### config.mk
export PLATFORM = sky130hd
export DESIGN_NAME = fifo_uart_tx
export DESIGN_NICKNAME = d
export VERILOG_FILES = /design/src/rtl/fifo_uart_tx.sv
export SDC_FILE = /design/constraint.sdc
export NUM_CORES = 1
export LEC_CHECK = 0
export ABC_CLOCK_PERIOD_IN_PS = 4300
export BUFFER_PORTS_ARGS = -buffer_cell sky130_fd_sc_hd__clkbuf_2
export CAP_MARGIN = 0
export CELL_PAD_IN_SITES_DETAIL_PLACEMENT = 1
export CELL_PAD_IN_SITES_GLOBAL_PLACEMENT = 1
export CORE_MARGIN = 3
export CORE_UTILIZATION = 44
export DETAILED_ROUTE_END_ITERATION = 10
export GPL_TIMING_DRIVEN = 0
export PLACE_DENSITY_LB_ADDON = 0.1
export SETUP_SLACK_MARGIN = 0.02
export SLEW_MARGIN = 20
export SYNTH_ARGS = -nofsm -noshare
export SYNTH_HDL_FRONTEND = slang
export SYNTH_SLANG_ARGS = --single-unit
### constraint.sdc
create_clock -name clk -period 4.3 [get_ports clk]
set_input_delay 0.86 -clock clk [delete_from_list [all_inputs] [get_ports clk]]
set_output_delay 0.86 -clock clk [all_outputs]
set_load 0.02 [all_outputs]
### src/rtl/fifo_uart_tx.sv
`default_nettype none
// ============================================================================
// Module   : fifo_uart_tx
// Desc     : Drains a synchronous FIFO one word per frame and serialises it
//            LSB-first as start + WIDTH data + [even parity] + stop.
//            Parity bit is present only when UART_TX_PARITY_EN is defined.
// Revision : 1.0 - initial release
// ============================================================================
module fifo_uart_tx #(
  parameter int WIDTH        = 8,
  parameter int CLKS_PER_BIT = 16
) (
  input  logic             clk,
  input  logic             rst,
  input  logic             fifo_empty,
  input  logic [WIDTH-1:0] fifo_data,
  output logic             fifo_r_en,
  output logic             tx,
  output logic             busy,
  output logic             tx_done
);

  localparam int DIV_W = (CLKS_PER_BIT > 1) ? $clog2(CLKS_PER_BIT) : 1;
  localparam int BIT_W = $clog2(WIDTH + 1);
  localparam logic [DIV_W-1:0] c_div_last = DIV_W'(CLKS_PER_BIT - 1);
  localparam logic [BIT_W-1:0] c_bit_last = BIT_W'(WIDTH - 1);

  typedef enum logic [2:0] {
    IDLE  = 3'd0,
    FETCH = 3'd1,
    LOAD  = 3'd2,
    START = 3'd3,
    DATA  = 3'd4,
`ifdef UART_TX_PARITY_EN
    PAR   = 3'd5,
`endif
    STOP  = 3'd6
  } state_t;

  state_t             r_state;
  state_t             w_next_state;
  logic [DIV_W-1:0]   r_div;
  logic [BIT_W-1:0]   r_bit;
  logic [WIDTH-1:0]   r_shift;
  logic [WIDTH-1:0]   w_shift_next;
  logic               r_tx;
  logic               w_tx_next;
  logic               w_bit_end;
  logic               w_last_bit;
`ifdef UART_TX_PARITY_EN
  logic               r_parity;
`endif

  assign w_bit_end    = (r_div == c_div_last);
  assign w_last_bit   = (r_bit == c_bit_last);
  assign w_shift_next = r_shift >> 1;
  assign busy         = (r_state != IDLE);
  assign tx           = r_tx;

  always_comb begin
    w_next_state = r_state;
    fifo_r_en    = 1'b0;
    tx_done      = 1'b0;
    case (r_state)
      IDLE: begin
        if (!fifo_empty) w_next_state = FETCH;
      end
      FETCH: begin
        fifo_r_en    = 1'b1;
        w_next_state = LOAD;
      end
      LOAD: begin
        w_next_state = START;
      end
      START: begin
        if (w_bit_end) w_next_state = DATA;
      end
      DATA: begin
        if (w_bit_end && w_last_bit) begin
`ifdef UART_TX_PARITY_EN
          w_next_state = PAR;
`else
          w_next_state = STOP;
`endif
        end
      end
`ifdef UART_TX_PARITY_EN
      PAR: begin
        if (w_bit_end) w_next_state = STOP;
      end
`endif
      STOP: begin
        if (w_bit_end) begin
          tx_done      = 1'b1;
          w_next_state = fifo_empty ? IDLE : FETCH;
        end
      end
      default: begin
        w_next_state = IDLE;
      end
    endcase
  end

  // Line level is precomputed from the next state so tx comes straight off a flop.
  always_comb begin
    w_tx_next = 1'b1;
    case (w_next_state)
      START: w_tx_next = 1'b0;
      DATA:  w_tx_next = (r_state == DATA && w_bit_end) ? w_shift_next[0] : r_shift[0];
`ifdef UART_TX_PARITY_EN
      PAR:   w_tx_next = r_parity;
`endif
      default: w_tx_next = 1'b1;
    endcase
  end

  always_ff @(posedge clk) begin
    if (rst) begin
      r_state <= IDLE;
      r_tx    <= 1'b1;
      r_div   <= '0;
      r_bit   <= '0;
      r_shift <= '0;
`ifdef UART_TX_PARITY_EN
      r_parity <= 1'b0;
`endif
    end else begin
      r_state <= w_next_state;
      r_tx    <= w_tx_next;

      if (r_state != IDLE && r_state != FETCH && r_state != LOAD) begin
        r_div <= w_bit_end ? '0 : r_div + 1'b1;
      end else begin
        r_div <= '0;
      end

      if (r_state == DATA) begin
        if (w_bit_end) r_bit <= r_bit + 1'b1;
      end else begin
        r_bit <= '0;
      end

      if (r_state == LOAD) begin
        r_shift <= fifo_data;
      end else if (r_state == DATA && w_bit_end) begin
        r_shift <= w_shift_next;
      end

`ifdef UART_TX_PARITY_EN
      // The shifter is consumed during DATA, so parity is taken from the loaded word.
      if (r_state == LOAD) r_parity <= ^fifo_data;
`endif
    end
  end

endmodule
`default_nettype wire

== Word-level counts from Yosys, hierarchy flattened ==
Cells that the tools add are included.
W data, S select, Z words.
Storage, ports and cells
  output and inout port bits: 4
  word-level logic and storage cells: 42
  bits in registers: 20
  input port bits: 11
Cells by class
  bitwise operators: 2
  add/subtract/negate cells: 2
  muxes and demuxes: 13
  equality and inequality tests: 11
  reduce and logical (&&, ||, !) cells: 9
Operators by type and width (count)
  $pmux W3 S6: 1
  $mux W8: 2
  $mux W3: 4
  $eq A3 B2 Y1 const B: 3
  $eq A3 B3 Y1 const B: 3
  $add A4 B1 Y4 const B: 2
  $mux W1: 5
  $eq A4 B3 Y1 const B: 1
  $eq A4 B4 Y1 const B: 1
  $logic_and A1 B1 Y1: 4
  $eq A3 B1 Y1 const B: 1
  $logic_not A3 Y1: 1
  $ne A3 B1 Y1 const B: 1
  $ne A3 B2 Y1 const B: 1
  $reduce_bool A3 Y1: 1
  $reduce_or A3 Y1: 1
  $not A1 Y1: 2
  $pmux W1 S2: 1
  $reduce_bool A2 Y1: 1
  $reduce_or A2 Y1: 1

== Longest topological paths before layout ==
  word-level depth: 6
  mapped depth: 6
  mapped depth without buffers: 4

== Worst setup path after synthesis ==
Ideal clock, no wire load.
  path kind: register to output
  start point: register r_div[0]
  end point: output port tx_done
  data required time: 3440 ps
  stages on the path, launching flop included: 4
  slack: 2295 ps
  arrival time: 1145 ps
  path buffers: 0
  cell sequence: dfxtp_1 -> ha_1 -> nand4_1 -> nor3_1
Between the ends
  word-level cells in the longest chain between the ends: 3
RTL lines
  from (decl): RTL line 42  | logic [DIV_W-1:0] r_div;
  from (signal assigned): RTL line 132  | r_div <= w_bit_end ? '0 : r_div + 1'b1;
  $eq A4 B4 Y1: RTL line 54  | assign w_bit_end = (r_div == c_div_last);
  $mux W1: RTL line 93  | if (w_bit_end) begin
  $mux W1: RTL line 64  | case (r_state)
  to (decl): RTL line 20  | output logic tx_done
No other way between the ends.

== Worst setup path in the final report ==
Same ends and word-level chain as after synthesis.

==> results by group <==
Power
  • Max rail drop VDD: 0.000274 V
  • Design Power: 447 uW
  • Pleak: between 0.4 and 0.5 nW
  • PwrDens: 391 nW/um^2

GRT
  • Largest net degree at the start of global routing: 12
  • First-pass GRT wire length: 4440 um
  • GRT Overall Usage: 0.208
  • Initial antenna violation count: 0
  • Vias in the first global route: between 900 and 1000
  • Grt ovf: 0

Timing
  • Max Clock Freq: 432 MHz
  • Slew Limit Fails: 0
  • Post-layout minimum cycle time: 2.31 ns
  • Rel. slew slack: 0.636
  • Hold Vio Cnt, Final: 0
  • Setup TNS: 0 ns
  • Worst clock skew: 0.00694 ns
  • RSZ-0062 raised after global routing: no
  • Final setup violation count: 0
  • Final hold slack: 0.475 ns
  • Final period util: 0.538
  • Slack of the critical path: around 2.0 ns
  • Worst-Margin Slew: 0.544 ns

Route
  • 1st-iter DRT viols: 7
  • Pre-Repair DR Iteration Count: 4
  • Routed Antenna Nets: 0
  • Drc violations: 0
  • Total wire length: about 2500 um
  • Vias post-DR: 935
  • Routed WL per cell: 15.8 um
  • Vias per cell: 5.88

Setup path
  • FF-to-FF End: r_shift[3]
  • Crit Path Class: reg2out
  • Worst Reg-to-Reg Cells: 5
  • Crit path arrival time: 1.45 ns
  • Worst path depth: 4
  • Data required, critical path: 3.44 ns
  • Crit path cell chain: ha_1, nand4_1, nor3_1, clkbuf_2
  • Reg-to-reg slack, setup: between 2 and 3 ns
  • Crit path launch: r_div[0]
  • CP Capture Type: output port
  • CP delay by family, top: flip-flops
  • Peak per-stage delay on the critical path: 0.37 ns
  • Startpoint class of the critical path: flip-flop
  • Crit-path slowest cell: dfxtp_1
  • R2r startpoint: r_div[0]
  • Max FO, Critical Path: 6
  • CP Capture Point: tx_done
  • CP bufs+invs: 1

Finish
  • # diodes: 0
  • Area grow syn2layout: 13.4%
  • Final-layout fill cell count: roughly 250
  • Share of layout cells above drive strength 1: 0.182
  • Fin nets: 146

Clock network
  • Post-CTS setup buffers: 0
  • H-tree Lvls: 1
  • CTS tree: built
  • Total CTS buffers: 3
  • Root Buffer: clkbuf_4
  • Clk sinks: 20
  • CTS clk-pin slew, worst paths: 0.11 ns
  • Clk_lat worst skew: about 0.30 ns
  • Post_cts resized: 0
  • Longest Clk Path Bufs: 2
  • Hold-fix buffers, CTS: 0

Logic synthesis
  • Share of flip-flops with an asynchronous set or reset: 0
  • Mapped cell area: 1010 sq um
  • Avg Inst Size Synth: 8.78 sq um
  • Post-Syn Instances: 115
  • Syn nets: 128
  • Post-synth EDFFs: 0
  • Yosys reg bits: 20
  • Yosys cell types: 37
  • Synth Warn #: 0
  • Post-synthesis sequential area ratio: 0.397
  • Most common flop cell mapped by yosys: dfxtp_1

Outcome
  • Status: complete, no violations

Floorplanning
  • Die ar.: slightly below 3000 sq um
  • Initial Util: 0.490
  • Die height: 53.9 um
  • Area of the core: ~2100 sq um
  • I/O pin cnt: 15
  • Die width: 53.9 um
  • Row count: 16

Placed design
  • PortBufs: 13
  • DP HPWL: roughly 1800 um
  • GP Congestion: 0.790
  • Place WS: between 2 and 2.5 ns

Worst hold path
  • Hold/Removal Path Class: reg2reg

Flow run
  • Maxcap violations: 0
registers in the layout (all words and copies together) (netlist names):
| signal | flops |
|---|---|
| r_bit | 4 |
| r_div | 4 |
| r_state | 3 |
| r_shift | 8 |
| tx | 1 |
worst reg2reg max path, stage by stage, from the launching register on:
cell and delay (ns):
dfxtp_1 0.34, ha_1 0.28, nand3_1 0.19, clkbuf_1 0.40
o21ai_0 0.16, a311oi_1 0.28
through the flow:
step,cell area (sq um),utilization,cells
2_1_floorplan,1010,-,115
3_3_place_gp,1110,0.538,155
3_5_place_dp,1110,0.538,155
4_1_cts,1140,0.555,159
5_1_grt,1140,0.555,159
6_report,1140,0.555,159
cell families after synthesis:
| family | share of synthesized area |
|---|---|
| AO/OA/AOI/OAI | 0.193 |
| XOR/XNOR | 0.0347 |
| adder cells (fa/ha/maj) | 0.0248 |
| buffers and inverters | 0.0781 |
| flip-flops | 0.397 |
| AND/OR/NAND/NOR | 0.273 |
per-layer routing:
metal,share of wire,GRT usage,vias to the layer above
li1,-,-,472
met1,0.49,0.284,448
met2,0.47,0.345,13
met3,0.031,0.0249,2
met4,0.0048,0.0511,0
met5,0,0,-
worst min path at each step:
stage | startpoint | to | cells past startpoint
after floorplan | r_div[0] | r_div[0] | 1
after global placement | r_div[0] | r_div[0] | 1
after detailed placement | r_div[0] | r_div[0] | 1
after CTS | r_div[0] | r_div[0] | 1
after global routing | r_div[0] | r_div[0] | 1
final | r_div[0] | r_div[0] | 1
synthesized netlist by cell type, types with 2 or more instances:
master	count	share of area
dfxtp_1	20	0.40
nor2_1	12	0.045
nand3_1	11	0.055
a311oi_1	7	0.061
a21oi_1	5	0.025
clkbuf_1	5	0.019
o21ai_1	5	0.025
nor3_1	4	0.020
buf_4	3	0.022
buf_6	3	0.033
nand2_1	3	0.011
nor4b_1	3	0.026
o21ai_0	3	0.015
ha_1	2	0.025
nand4_1	2	0.012
nor4_1	2	0.012
or3_1	2	0.012
or3b_1	2	0.017
xnor2_1	2	0.017
xor2_1	2	0.017
layout by cell type, fill, tap and decap left out, drive strengths merged, types with 2 or more instances in the layout:
cell,instances
dfxtp,20
xor2,2
a21oi,5
nor4b,3
nor3,4
nand2,3
or3,2
buf,6
o21ai,8
xnor2,2
clkbuf,22
nor4,2
nand4,2
nor2,12
or3b,2
a311oi,7
nand3,11
ha,2
final cells by class:
type	instances	area (sq um)	share of cell area
Tap cell	27	33.8	0.0295
Inverter	1	3.75	0.00328
Clock buffer	4	36.3	0.0317
Multi-Input combinational cell	83	531	0.463
Sequential cell	20	400	0.350
Buffer	11	75.1	0.0656
Timing Repair Buffer	13	65.1	0.0568
power breakdown:
part | internal, mW | switching [mW]
logic | 0.0506 | 0.0639
registers | 0.208 | 0.0159
clock network | 0.0515 | 0.0577
Power figures use the tool's default switching activity.
